### src/rtl/voice_allocator.sv
// voice_allocator: schedules (note, duration) requests onto a bank of note_player voices.
// A request is placed on the lowest-index free voice, which is strobed with the note and then
// counted down on each enabled beat. When its count expires, the voice gets a rest (note 0) and is freed.
// Optional feature macro: VOICE_STEAL_EN. When it is defined and every voice is busy, a request
// takes over the voice at a round-robin steal pointer instead of waiting.
//
// Handshake: new_note_ready is a combinational function of registered state and reset only.
// A request is taken on any rising edge where new_note_valid & new_note_ready.
// The requester must hold note and duration stable while valid is high and ready is low.
module voice_allocator #(
  parameter int NUM_VOICES = 3,
  parameter int NOTE_WIDTH = 6,
  parameter int DUR_WIDTH  = 6
) (
  input  logic                             clk,
  input  logic                             reset,
  input  logic                             play_enable,
  input  logic                             beat,
  input  logic                             new_note_valid,
  input  logic [NOTE_WIDTH-1:0]            new_note,
  input  logic [DUR_WIDTH-1:0]             new_duration,
  output logic                             new_note_ready,
  output logic [NUM_VOICES*NOTE_WIDTH-1:0] note_to_load,
  output logic [NUM_VOICES-1:0]            load_new_note,
  output logic [NUM_VOICES-1:0]            voice_active,
  output logic                             all_idle
);

  localparam int PTR_W = (NUM_VOICES > 1) ? $clog2(NUM_VOICES) : 1;

  logic [DUR_WIDTH-1:0]             r_count [NUM_VOICES];
  logic [NUM_VOICES-1:0]            r_active;
  logic [NUM_VOICES-1:0]            r_load;
  logic [NUM_VOICES*NOTE_WIDTH-1:0] r_note;

  logic                  w_any_free;
  logic [PTR_W-1:0]      w_free_idx;
  logic [PTR_W-1:0]      w_target;
  logic                  w_ready;
  logic                  w_take;
  logic                  w_tick;
  logic [NUM_VOICES-1:0] w_expire;
  logic [NUM_VOICES-1:0] w_sel;

`ifdef VOICE_STEAL_EN
  logic [PTR_W-1:0] r_steal_ptr;
`endif

  // Find the lowest-index free voice, using only registered state.
  always_comb begin
    w_any_free = 1'b0;
    w_free_idx = '0;
    for (int v = NUM_VOICES - 1; v >= 0; v--) begin
      if (!r_active[v]) begin
        w_any_free = 1'b1;
        w_free_idx = PTR_W'(v);
      end
    end
  end

  // Choose the target voice and decide whether the request is taken.
  always_comb begin
`ifdef VOICE_STEAL_EN
    w_ready  = ~reset;
    w_target = w_any_free ? w_free_idx : r_steal_ptr;
`else
    w_ready  = w_any_free & ~reset;
    w_target = w_free_idx;
`endif
    // A zero-duration request completes the handshake but loads nothing.
    w_take = new_note_valid & w_ready & (new_duration != '0);
    w_tick = beat & play_enable;
    for (int v = 0; v < NUM_VOICES; v++) begin
      w_sel[v]    = w_take & (w_target == PTR_W'(v));
      w_expire[v] = w_tick & r_active[v] & (r_count[v] == DUR_WIDTH'(1));
    end
  end

  // Per-voice state. A new note has priority over an expiry on the same voice, so a stolen
  // voice that is expiring this cycle gets only the new-note load and no rest.
  always_ff @(posedge clk) begin
    if (reset) begin
      r_active <= '0;
      r_load   <= '0;
      r_note   <= '0;
      for (int v = 0; v < NUM_VOICES; v++) r_count[v] <= '0;
    end else begin
      for (int v = 0; v < NUM_VOICES; v++) begin
        r_load[v] <= w_sel[v] | w_expire[v];
        if (w_sel[v]) begin
          r_note[v*NOTE_WIDTH +: NOTE_WIDTH] <= new_note;
          r_active[v]                        <= 1'b1;
          r_count[v]                         <= new_duration;
        end else begin
          if (w_expire[v]) begin
            r_note[v*NOTE_WIDTH +: NOTE_WIDTH] <= '0;
            r_active[v]                        <= 1'b0;
          end
          if (w_tick && r_active[v] && (r_count[v] != '0))
            r_count[v] <= r_count[v] - DUR_WIDTH'(1);
        end
      end
    end
  end

`ifdef VOICE_STEAL_EN
  // The steal pointer advances only when a request actually takes over a busy voice.
  always_ff @(posedge clk) begin
    if (reset) begin
      r_steal_ptr <= '0;
    end else if (w_take && !w_any_free) begin
      if (r_steal_ptr == PTR_W'(NUM_VOICES - 1)) r_steal_ptr <= '0;
      else                                       r_steal_ptr <= r_steal_ptr + PTR_W'(1);
    end
  end
`endif

  // Drive the outputs from the registered state.
  always_comb begin
    new_note_ready = w_ready;
    note_to_load   = r_note;
    load_new_note  = r_load;
    voice_active   = r_active;
    all_idle       = ~|r_active;
  end

endmodule

### config.mk
export PLATFORM = sky130hd
export DESIGN_NAME = voice_allocator
export DESIGN_NICKNAME = d
export VERILOG_FILES = /design/src/rtl/voice_allocator.sv
export SDC_FILE = /design/constraint.sdc
export NUM_CORES = 1
export LEC_CHECK = 0
export BUFFER_PORTS_ARGS = -buffer_cell sky130_fd_sc_hd__buf_2
export CAP_MARGIN = 20
export CELL_PAD_IN_SITES_DETAIL_PLACEMENT = 0
export CELL_PAD_IN_SITES_GLOBAL_PLACEMENT = 1
export CORE_MARGIN = 5
export CORE_UTILIZATION = 38
export DETAILED_ROUTE_END_ITERATION = 10
export PLACE_DENSITY_LB_ADDON = 0.1
export SYNTH_ARGS = -nofsm -noshare
export SYNTH_HDL_FRONTEND = slang
export SYNTH_SLANG_ARGS = --single-unit
### constraint.sdc
create_clock -name clk -period 2.25 [get_ports clk]
set_clock_uncertainty 0.05 [all_clocks]
set_input_delay 0.225 -clock clk [delete_from_list [all_inputs] [get_ports clk]]
set_output_delay 0.225 -clock clk [all_outputs]
set_load 0.05 [all_outputs]
==> results of run 1 <==
## cell usage in the layout (no fill, tap or decap), drive strengths merged, types with 3 or more instances in the layout
cell type,instances
buf,72
ha,7
a21o,3
nor3b,4
nor2,10
o21ai,7
xor2,7
o21bai,4
a22oi,5
nand2,11
nand3,12
inv,10
a22o,12
clkbuf,6
edfxtp,18
nand2b,3
nor4,5
nand3b,7
nor3,7
a211oi,15
and3,5
o22ai,3
a21oi,18
mux2i,6
nor2b,3
dfxtp,24
## routing by layer
layer / vias up / routed length (um)
met3: 5 / 295
met5: - / 0
met2: 44 / 3020
met1: 959 / 3220
met4: 0 / 55
li1: 1045 / -
## worst max path at each step
stage | slack, ps | startpoint | endpoint
after floorplan | 80 | r_count[1][0] | r_count[2][5]
after global placement | 170 | new_duration[3] | r_count[2][2]
after detailed placement | 130 | r_count[1][0] | r_count[2][5]
after CTS | 120 | r_count[1][0] | r_count[2][5]
after global routing | 30 | r_count[1][0] | r_count[1][3]
final | 120 | r_count[1][0] | r_count[1][3]
## timing repair
item	in CTS	in global routing
setup buffers	0	3
gates resized for setup	0	3
endpoints found under the setup margin	0	6
## synth_stat cells (2+ instances only)
cell type  count
a211oi_1      14
a21o_1         3
a21oi_1       18
a22o_1        12
a22oi_1        5
and3_1         4
buf_2          2
clkbuf_1       6
dfxtp_1       24
edfxtp_1      18
ha_1           7
inv_1          9
mux2i_1        6
nand2_1       11
nand2b_1       3
nand3_1       12
nand3b_1       7
nand4_1        2
nand4b_1       2
nor2_1        10
nor2b_1        3
nor3_1         6
nor3b_1        4
nor4_1         4
o21ai_0        2
o21ai_2        5
o21bai_1       4
o22ai_1        3
xor2_1         7
## sequential cells by signal (all words and copies together), names as in the netlist
| name | cells |
|---|---|
| load_new_note | 3 |
| note_to_load | 18 |
| r_count | 18 |
| voice_active | 3 |
## cells by family (layout without fill, tap and decap cells)
kind of cell               after synthesis  count (layout)  synth area share, %
adders and majority gates                7               7                 3.71
buffers and inverters                   18              90                 3.29
and+or+nand+nor                         78              78                 19.5
AOI/OAI and AO/OA                       76              76                 24.7
DFF                                     42              42                 43.3
muxes                                    6               6                 2.55
xor gates and xnor gates                 8               8                 2.97
## power by group
part	internal, mW	total, mW	switching (mW)
Clock	0.219	0.490	0.271
Combinational	0.150	0.369	0.219
Sequential	0.833	0.865	0.0317
Total	1.20	1.72	0.521
## cell type report
cell class	count	area, um^2	area share, %
clock inverters	3	20.0	0.671
flip-flops and latches	42	1020	34.3
inverters	9	33.8	1.13
repair buffers	73	473	15.9
well taps	75	93.8	3.15
multi-input cells	175	1270	42.6
clock buffers	5	68.8	2.31
## metrics by stage
stage	setup WS (ps)	util, %
after global placement	168	47.4
after detailed placement	126	47.4
after floorplan	77.7	-
final	120	49.8
after CTS	115	48.9
after global routing	31.3	49.8
==> out/metrics.cfg, run 1 <==
[floorplan]
floorplan.die.width_um=88.8
floorplan.core_area_um2=5990
row_count=28
floorplan.die.height_um=88.8
start_util_pct=39.4
floorplan.die_area_um2=7880
io_pins=43

[critical_path]
critical_path_class=register to register
critical_path.max_fanout=7
cp_data_arrival_time_ps=2120
critical_path.startpoint_type=register
crit_path_cell_trace=inv_2, ha_2, nor2b_2, nand2_1, a2111oi_4, buf_4, clkbuf_16, a211oi_1
r2r_cells=8
ff2ff_setup_slack_ps=120
reg2reg_from=r_count[1][0]
r2r_end=r_count[1][3]
timing.critical_path.depth=8
cp_slowest_cell=edfxtp_1
crit_path_max_incr_delay_ps=450
worst_path_dominant_cell_family=buffers and inverters
crit_required_ps=2240
timing.critical_path.buf_inv=3
timing.critical_path.to_type=register

[global_routing]
gr-usage-all-layers_pct=17.5
first_pass_grt_wire_length_um=10600
grt_max_degree=25
globalRouteMet1Util_pct=24.7
global_route.overflow_total=0
use_met2_pct=27.5
grt_antenna_before_repair=0
top_usage_layer=met2
first_global_vias=2105
global_route.usage.met3_pct=3.72

[run_status]
run_status=finished, final reports clean

[placement]
placed_cells=370
gp_routability_congestion=0.755
hpwlAfterDp_um=4900
place_area_um2=2840
buffer_ports.inserted=42

[detailed_routing]
final_ant_viol_nets=0
dr_total_vias=2053
aggregate_routed_wire_length_um=6590
viasPerCell=5.37
drcViolationCount=0
avg_wl_per_cell_um=17.2
first_iter_violations=87
drt-pass1-iter-count=4

[clocking]
clkSinkCount=42
cts_root_buffer=clkbuf_8
tritoncts.num_buffers=5
clk-insertion-delay-late_ps=290
cts.hold.buffers_added=0
clock_transition_time_at_the_flip_flop_clock_pins_of_the_worst_setup_and_hold_paths_ps=90
clock_path_buffers=2
htreeDepth=2
tritoncts=done

[pwr]
leakagePower_nw=1.25
worst_ir_drop_on_vdd_v=0.000331
cellPowerDensity_nw_per_um2=578
power_mw=1.72

[worst_hold_path]
min_delay_path_depth=2
timing.hold.worst.class=input port to register
hp-start=new_note[0]
worstHoldEndpoint=note_to_load[12]

[sta]
drv_slew=0
tightest_slew_ps=960
report.final.setup_viol=0
rsz0062_at_grt=false
timing_hold_violations_final=0
period_needed_ps=2130
relSlewSlack_pct=35.9
achievable-frequency_mhz=469
timing.hold.ws_ps=134
fin_crit_sh_pct=94.7
setup_total_negative_slack_ps=0

[cells_and_area]
fillers=579
design.final.nets=330
finish.instance_area_um2=2980
growth_of_design_area_from_synthesis_to_finish_pct=26.4
stdcell_count=382
layout-drive-gt1-share_pct=32.6
antenna_cells=0

[synth]
post-synth-top-area-cell=edfxtp_1
ys_warn_count=0
number_of_distinct_library_cells_after_synthesis=51
ys.flop_type=dfxtp_1
ys_seq_elements=42
synth_enable_flop_cells=18
syn_inst=235
synth_top_cells_by_area=edfxtp_1 (23%), dfxtp_1 (20%), a211oi_1 (4.5%)
synth_top_area_share_pct=22.9
synth_area_um2=2360
postSynth.asyncResetShare_pct=0
synthesis.area_per_instance_um2=10.0
synthesis.nets=259
share_of_synthesized_area_occupied_by_flip_flops_and_latches_pct=43.3

[flow_run]
max-cap-violations=0

(Power assumes the default switching activity.)
==> run 2, diff against run 1 <==
Settings changed: RECOVER_POWER set to 100.
==> run 2 against run 1 <==
  * Die area unchanged
  * Non-clock buffer count stayed put
  * Final cell count unchanged
  * First-iteration DRC count up 13%
  * Register-to-register slack barely moved
  * Final area shrank 2.2%
  * Maximum frequency about the same
  * Clock-buffer cell count stayed put
  * Sequential power barely moved
==> out/metrics.cfg, run 2 (same netlist as run 1, synthesis figures left out) <==
[detailed_routing]
avg_wl_per_cell_um=17.2  ; about the same
drt-pass1-iter-count=4  ; unchanged
final_ant_viol_nets=0  ; unchanged
viasPerCell=5.38  ; was 5.37
drcViolationCount=0  ; unchanged
dr_total_vias=2054  ; was 2,053
first_iter_violations=98  ; was 87
aggregate_routed_wire_length_um=6580  ; was 6590 um

[clocking]
htreeDepth=2  ; unchanged
cts_root_buffer=clkbuf_8  ; unchanged
clkSinkCount=42  ; unchanged
clk-insertion-delay-late_ps=290  ; about the same
tritoncts=done  ; unchanged
clock_transition_time_at_the_flip_flop_clock_pins_of_the_worst_setup_and_hold_paths_ps=90  ; about the same
tritoncts.num_buffers=5  ; unchanged
clock_path_buffers=2  ; unchanged
cts.hold.buffers_added=0  ; unchanged

[placement]
buffer_ports.inserted=42  ; unchanged
hpwlAfterDp_um=4900  ; unchanged
gp_routability_congestion=0.755  ; unchanged

[cells_and_area]
growth_of_design_area_from_synthesis_to_finish_pct=23.7  ; was 26.4%
layout.cells.most_common=clkbuf_1  ; was buf_2
finish.utilization_pct=48.7  ; was 49.8%
fillers=603  ; was 579
layout-drive-gt1-share_pct=21.2  ; was 32.6%
antenna_cells=0  ; unchanged
most_used_cells_in_the_layout_excluding_fill_and_tap_cells=clkbuf_1 (30), buf_4 (26), dfxtp_1 (23), a21oi_1 (18), edfxtp_1 (18)  ; was buf_2 (42), buf_4 (29), dfxtp_1 (23), a21oi_1 (18), edfxtp_1 (18)
regArea_um2=1020  ; unchanged
design.final.nets=330  ; unchanged
multi_input_comb_area_um2=1250  ; was 1270 um^2

[critical_path]
worst_path_dominant_cell_family=buffers and inverters  ; unchanged
cp_data_arrival_time_ps=2120  ; about the same
timing.critical_path.to_type=register  ; unchanged
cp_slowest_cell=edfxtp_1  ; unchanged
critical_path_class=register to register  ; unchanged
critical_path.startpoint_type=register  ; unchanged
timing.critical_path.buf_inv=3  ; unchanged
critical_path.max_fanout=7  ; unchanged
crit_required_ps=2240  ; about the same
crit_path_max_incr_delay_ps=450  ; about the same
crit_path_cell_trace=inv_2, ha_2, nor2b_2, nand2_1, a2111oi_4, buf_4, clkbuf_16, o21ai_1  ; was inv_2, ha_2, nor2b_2, nand2_1, a2111oi_4, buf_4, clkbuf_16, a211oi_1

[floorplan]
floorplan.die_area_um2=7880  ; unchanged
row_count=28  ; unchanged
floorplan.core_area_um2=5990  ; unchanged
floorplan.die.height_um=88.8  ; unchanged
start_util_pct=39.4  ; unchanged
floorplan.die.width_um=88.8  ; unchanged
io_pins=43  ; unchanged

[global_routing]
gr-usage-all-layers_pct=17.5  ; unchanged
grt_antenna_before_repair=0  ; unchanged
first_global_vias=2105  ; unchanged
grt_max_degree=25  ; unchanged
first_pass_grt_wire_length_um=10600  ; unchanged
global_route.overflow_total=0  ; unchanged

[pwr]
leakagePower_nw=1.12  ; was 1.25 nW
worst_ir_drop_on_vdd_v=0.000331  ; about the same
cellPowerDensity_nw_per_um2=587  ; was 578 nW/um^2

[sta]
relSlewSlack_pct=37.2  ; was 35.9%
setup_total_negative_slack_ps=0  ; unchanged
rsz0062_at_grt=false  ; unchanged
tightest_slew_ps=940  ; was 960 ps
timing.hold.ws_ps=134  ; about the same
fin_crit_sh_pct=94.6  ; was 94.7%
drv_slew=0  ; unchanged
report.final.setup_viol=0  ; unchanged
achievable-frequency_mhz=470  ; was 469 MHz
period_needed_ps=2130  ; about the same
timing_hold_violations_final=0  ; unchanged

[flow_run]
max-cap-violations=0  ; unchanged

[run_status]
run_status=finished, final reports clean  ; unchanged

[worst_hold_path]
timing.hold.worst.class=input port to register  ; unchanged

run 2: cell types whose count changed in the layout (fill, tap and decap cells not counted), sizes merged:
cell,before,now
buf,72,42
clkbuf,6,36
run 2: where the power goes:
group	switching [mW]	leakage, nW	internal (mW)
logic	0.217	0.685	0.141
clock network	0.270	0.0484	0.219
registers	0.0320	0.383	0.833
run 2: per-layer routing:
metal	up-vias	track usage [%]	wire length [um]
li1	1044	-	-
met1	957	24.7	3150
met2	46	27.5	3000
met3	7	3.72	350
met4	0	4.12	78
met5	-	0	0
run 2: stage by stage:
stage / instance area (um^2) / setup slack [ps] / instances / power, mW
6_report: 2920 / 121 / 382 / 1.71
5_1_grt: 2920 / 34.9 / 382 / 1.80
4_1_cts: 2930 / 115 / 378 / 1.72
3_5_place_dp: 2840 / 126 / 370 / 1.23
3_3_place_gp: 2840 / 168 / 370 / 1.23
2_1_floorplan: 2360 / 77.7 / 235 / 1.09
run 2: area by class of cell:
class,count,share of cell area (%)
Sequential cell,42,35.0
Inverter,9,1.16
Tap cell,75,3.22
Multi-Input combinational cell,175,42.9
Timing Repair Buffer,73,14.7
Clock buffer,5,2.36
Clock inverter,3,0.686
run 2: what timing repair did:
action                     4_1_cts  5_1_grt
setup endpoints to repair        0        6
buffers inserted                 0        3
gates resized for setup          0        3
run 2: final timing paths:
path | startpoint | to | slack, ps | cells after the start
max | r_count[1][0] | r_count[2][3] | 120 | 8
min reg2reg | note_to_load[4] | note_to_load[4] | 420 | 2
min | new_note[1] | note_to_load[13] | 130 | 2
max reg2reg | r_count[1][0] | r_count[2][3] | 120 | 8
==> run 3, diff against run 2 <==
Settings changed: PLACE_DENSITY_LB_ADDON 0.1 to 0.25.
Clock period 2.25 ns to 1.7 ns, I/O delays scaled along.
==> run 3 against run 2 <==
  * The run now ends with setup timing left
  * Utilization rose by 8.1 points
  * Hold slack got worse by 50 ps
  * Sequential power rose by 32%
  * Via count rose by 11%
  * Final area rose by 17%
  * Global-route usage rose by 0.49 points
  * Non-clock buffer count rose by 36
  * Register-to-register slack got worse by 280 ps
  * Flip-flop and latch count did not move
  * Largest power group unchanged
  * Sequential share of layout area fell by 4.9 points
  * Power rose by 49%
  * Clock-buffer cell count did not move
==> out/metrics.cfg, run 3 (same netlist as run 1, synthesis figures left out) <==
[run_status]
run_status=finished with violations  ; was finished, final reports clean
violated_checks=setup timing

[sta]
report.final.setup_viol=33  ; was 0
setup_total_negative_slack_ps=-3090  ; was 0 ps
timing_hold_violations_final=0  ; unchanged
relSlewSlack_pct=59.4  ; was 37.2%
rsz0062_at_grt=true  ; was false
tightest_slew_ps=612  ; was 940 ps
drv_slew=0  ; unchanged
timing.hold.ws_ps=84.6  ; was 134 ps
period_needed_ps=1860  ; was 2130 ps
achievable-frequency_mhz=537  ; was 470 MHz
postLayoutSetupSlackWorst_ps=-163  ; was 121 ps
fin_crit_sh_pct=110  ; was 94.6%

[pwr]
cellPowerDensity_nw_per_um2=750  ; was 587 nW/um^2
worst_ir_drop_on_vdd_v=0.000570  ; was 0.000331 V
leakagePower_nw=1.35  ; was 1.12 nW

[floorplan]
floorplan.die_area_um2=7880  ; unchanged
row_count=28  ; unchanged
floorplan.die.width_um=88.8  ; unchanged
io_pins=43  ; unchanged
start_util_pct=39.4  ; unchanged
floorplan.die.height_um=88.8  ; unchanged
floorplan.core_area_um2=5990  ; unchanged

[cells_and_area]
multi_input_comb_area_um2=1440  ; was 1250 um^2
antenna_cells=0  ; unchanged
growth_of_design_area_from_synthesis_to_finish_pct=44.2  ; was 23.7%
regArea_um2=1030  ; was 1020 um^2
fillers=567  ; was 603
most_used_cells_in_the_layout_excluding_fill_and_tap_cells=buf_4 (58), clkbuf_1 (25), dfxtp_1 (21), edfxtp_1 (18)  ; was clkbuf_1 (30), buf_4 (26), dfxtp_1 (23), a21oi_1 (18), edfxtp_1 (18)
layout-drive-gt1-share_pct=39.7  ; was 21.2%
design.final.nets=366  ; was 330
layout.cells.most_common=buf_4  ; was clkbuf_1

[critical_path]
timing.critical_path.buf_inv=3  ; unchanged
crit_required_ps=1690  ; was 2240 ps
critical_path_class=register to register  ; unchanged
cp_slowest_cell=edfxtp_1  ; unchanged
critical_path.max_fanout=8  ; was 7
worst_path_dominant_cell_family=buffers and inverters  ; unchanged
cp_data_arrival_time_ps=1850  ; was 2120 ps
crit_path_cell_trace=inv_2, ha_4, nor2b_4, nand2_2, a2111oi_4, buf_4, buf_8, a211oi_1  ; was inv_2, ha_2, nor2b_2, nand2_1, a2111oi_4, buf_4, clkbuf_16, o21ai_1
crit_path_max_incr_delay_ps=410  ; was 450 ps
ff2ff_setup_slack_ps=-160  ; was 120 ps
critical_path.startpoint_type=register  ; unchanged
timing.critical_path.to_type=register  ; unchanged

[global_routing]
grt_antenna_before_repair=0  ; unchanged
global_route.overflow_total=0  ; unchanged
first_global_vias=2203  ; was 2,105
first_pass_grt_wire_length_um=11000  ; was 10,600 um
gr-usage-all-layers_pct=18.0  ; was 17.5%
grt_max_degree=23  ; was 25

[detailed_routing]
top_signal_layer_used=met4  ; unchanged
met3RoutedLength_um=260  ; was 350 um
final_ant_viol_nets=0  ; unchanged
m1WireLength_um=3090  ; was 3150 um
dr_total_vias=2273  ; was 2,054
drcViolationCount=0  ; unchanged
aggregate_routed_wire_length_um=6810  ; was 6580 um
drt-pass1-iter-count=4  ; unchanged
avg_wl_per_cell_um=16.3  ; was 17.2 um
route.met2.wl_um=3350  ; was 3000 um
viasPerCell=5.44  ; was 5.38
first_iter_violations=101  ; was 98

[placement]
gp_routability_congestion=0.844  ; was 0.755
buffer_ports.inserted=42  ; unchanged
hpwlAfterDp_um=5070  ; was 4900 um

[clocking]
clk-insertion-delay-late_ps=300  ; was 290 ps
clkSinkCount=42  ; unchanged
htreeDepth=2  ; unchanged
tritoncts.num_buffers=5  ; unchanged
clock_path_buffers=2  ; unchanged
cts_root_buffer=clkbuf_8  ; unchanged
clock_transition_time_at_the_flip_flop_clock_pins_of_the_worst_setup_and_hold_paths_ps=90  ; about the same
tritoncts=done  ; unchanged

[flow_run]
max-cap-violations=0  ; unchanged

[worst_hold_path]
timing.hold.worst.class=input port to register  ; unchanged

-- run 3: routing by layer --
metal | vias up | GRT usage, %
li1 | 1118 | -
met1 | 1088 | 25.2
met4 | 0 | 5.36
met2 | 56 | 28.3
met5 | - | 0
met3 | 11 | 3.17
-- run 3: final cells by class --
class | count | share of cell area [%]
Clock inverter | 3 | 1.25
Tap cell | 75 | 2.76
Sequential cell | 42 | 30.2
Clock buffer | 5 | 2.02
Multi-Input combinational cell | 175 | 42.2
Inverter | 9 | 0.993
Timing Repair Buffer | 109 | 20.6
-- run 3: worst reg2reg max path, stage by stage, from the launching register on --
cell       delay, ps
edfxtp_1         410
inv_2            100
ha_4             130
nor2b_4          140
nand2_2           90
a2111oi_4        290
buf_4            190
buf_8            140
a211oi_1          80
-- run 3: path summary, 6_finish.rpt --
| check | startpoint | end | cells after the start |
|---|---|---|---|
| worst max-delay path | r_count[1][0] | r_count[1][1] | 8 |
| worst min-delay path | reset | voice_active[0] | 2 |
| worst max register to register | r_count[1][0] | r_count[1][1] | 8 |
| worst min register to register | note_to_load[2] | note_to_load[2] | 2 |
-- run 3: metrics by stage --
stage	instances	worst slack (ps)	util, %	power (mW)	area (um^2)
after floorplan	235	-332	-	1.47	2430
after global placement	402	-135	52.2	1.70	3130
after global routing	418	-216	56.8	2.67	3400
final	418	-163	56.8	2.55	3400
after detailed placement	402	-191	52.2	1.71	3130
after CTS	412	-159	55.3	2.53	3310
-- run 3: power breakdown --
group	total (mW)	internal [mW]	switching, mW	leakage, nW
Sequential	1.14	1.10	0.0386	0.384
Clock	0.806	0.439	0.366	0.0590
Combinational	0.603	0.268	0.335	0.911
-- run 3: repair_timing --
action / CTS / global route
cloned: 0 / 1
endpoints found under the setup margin: 41 / 48
setup buffers: 3 / 5
hold buffers: 0 / 0
gates resized for setup: 12 / 18
pin swaps: 1 / 12
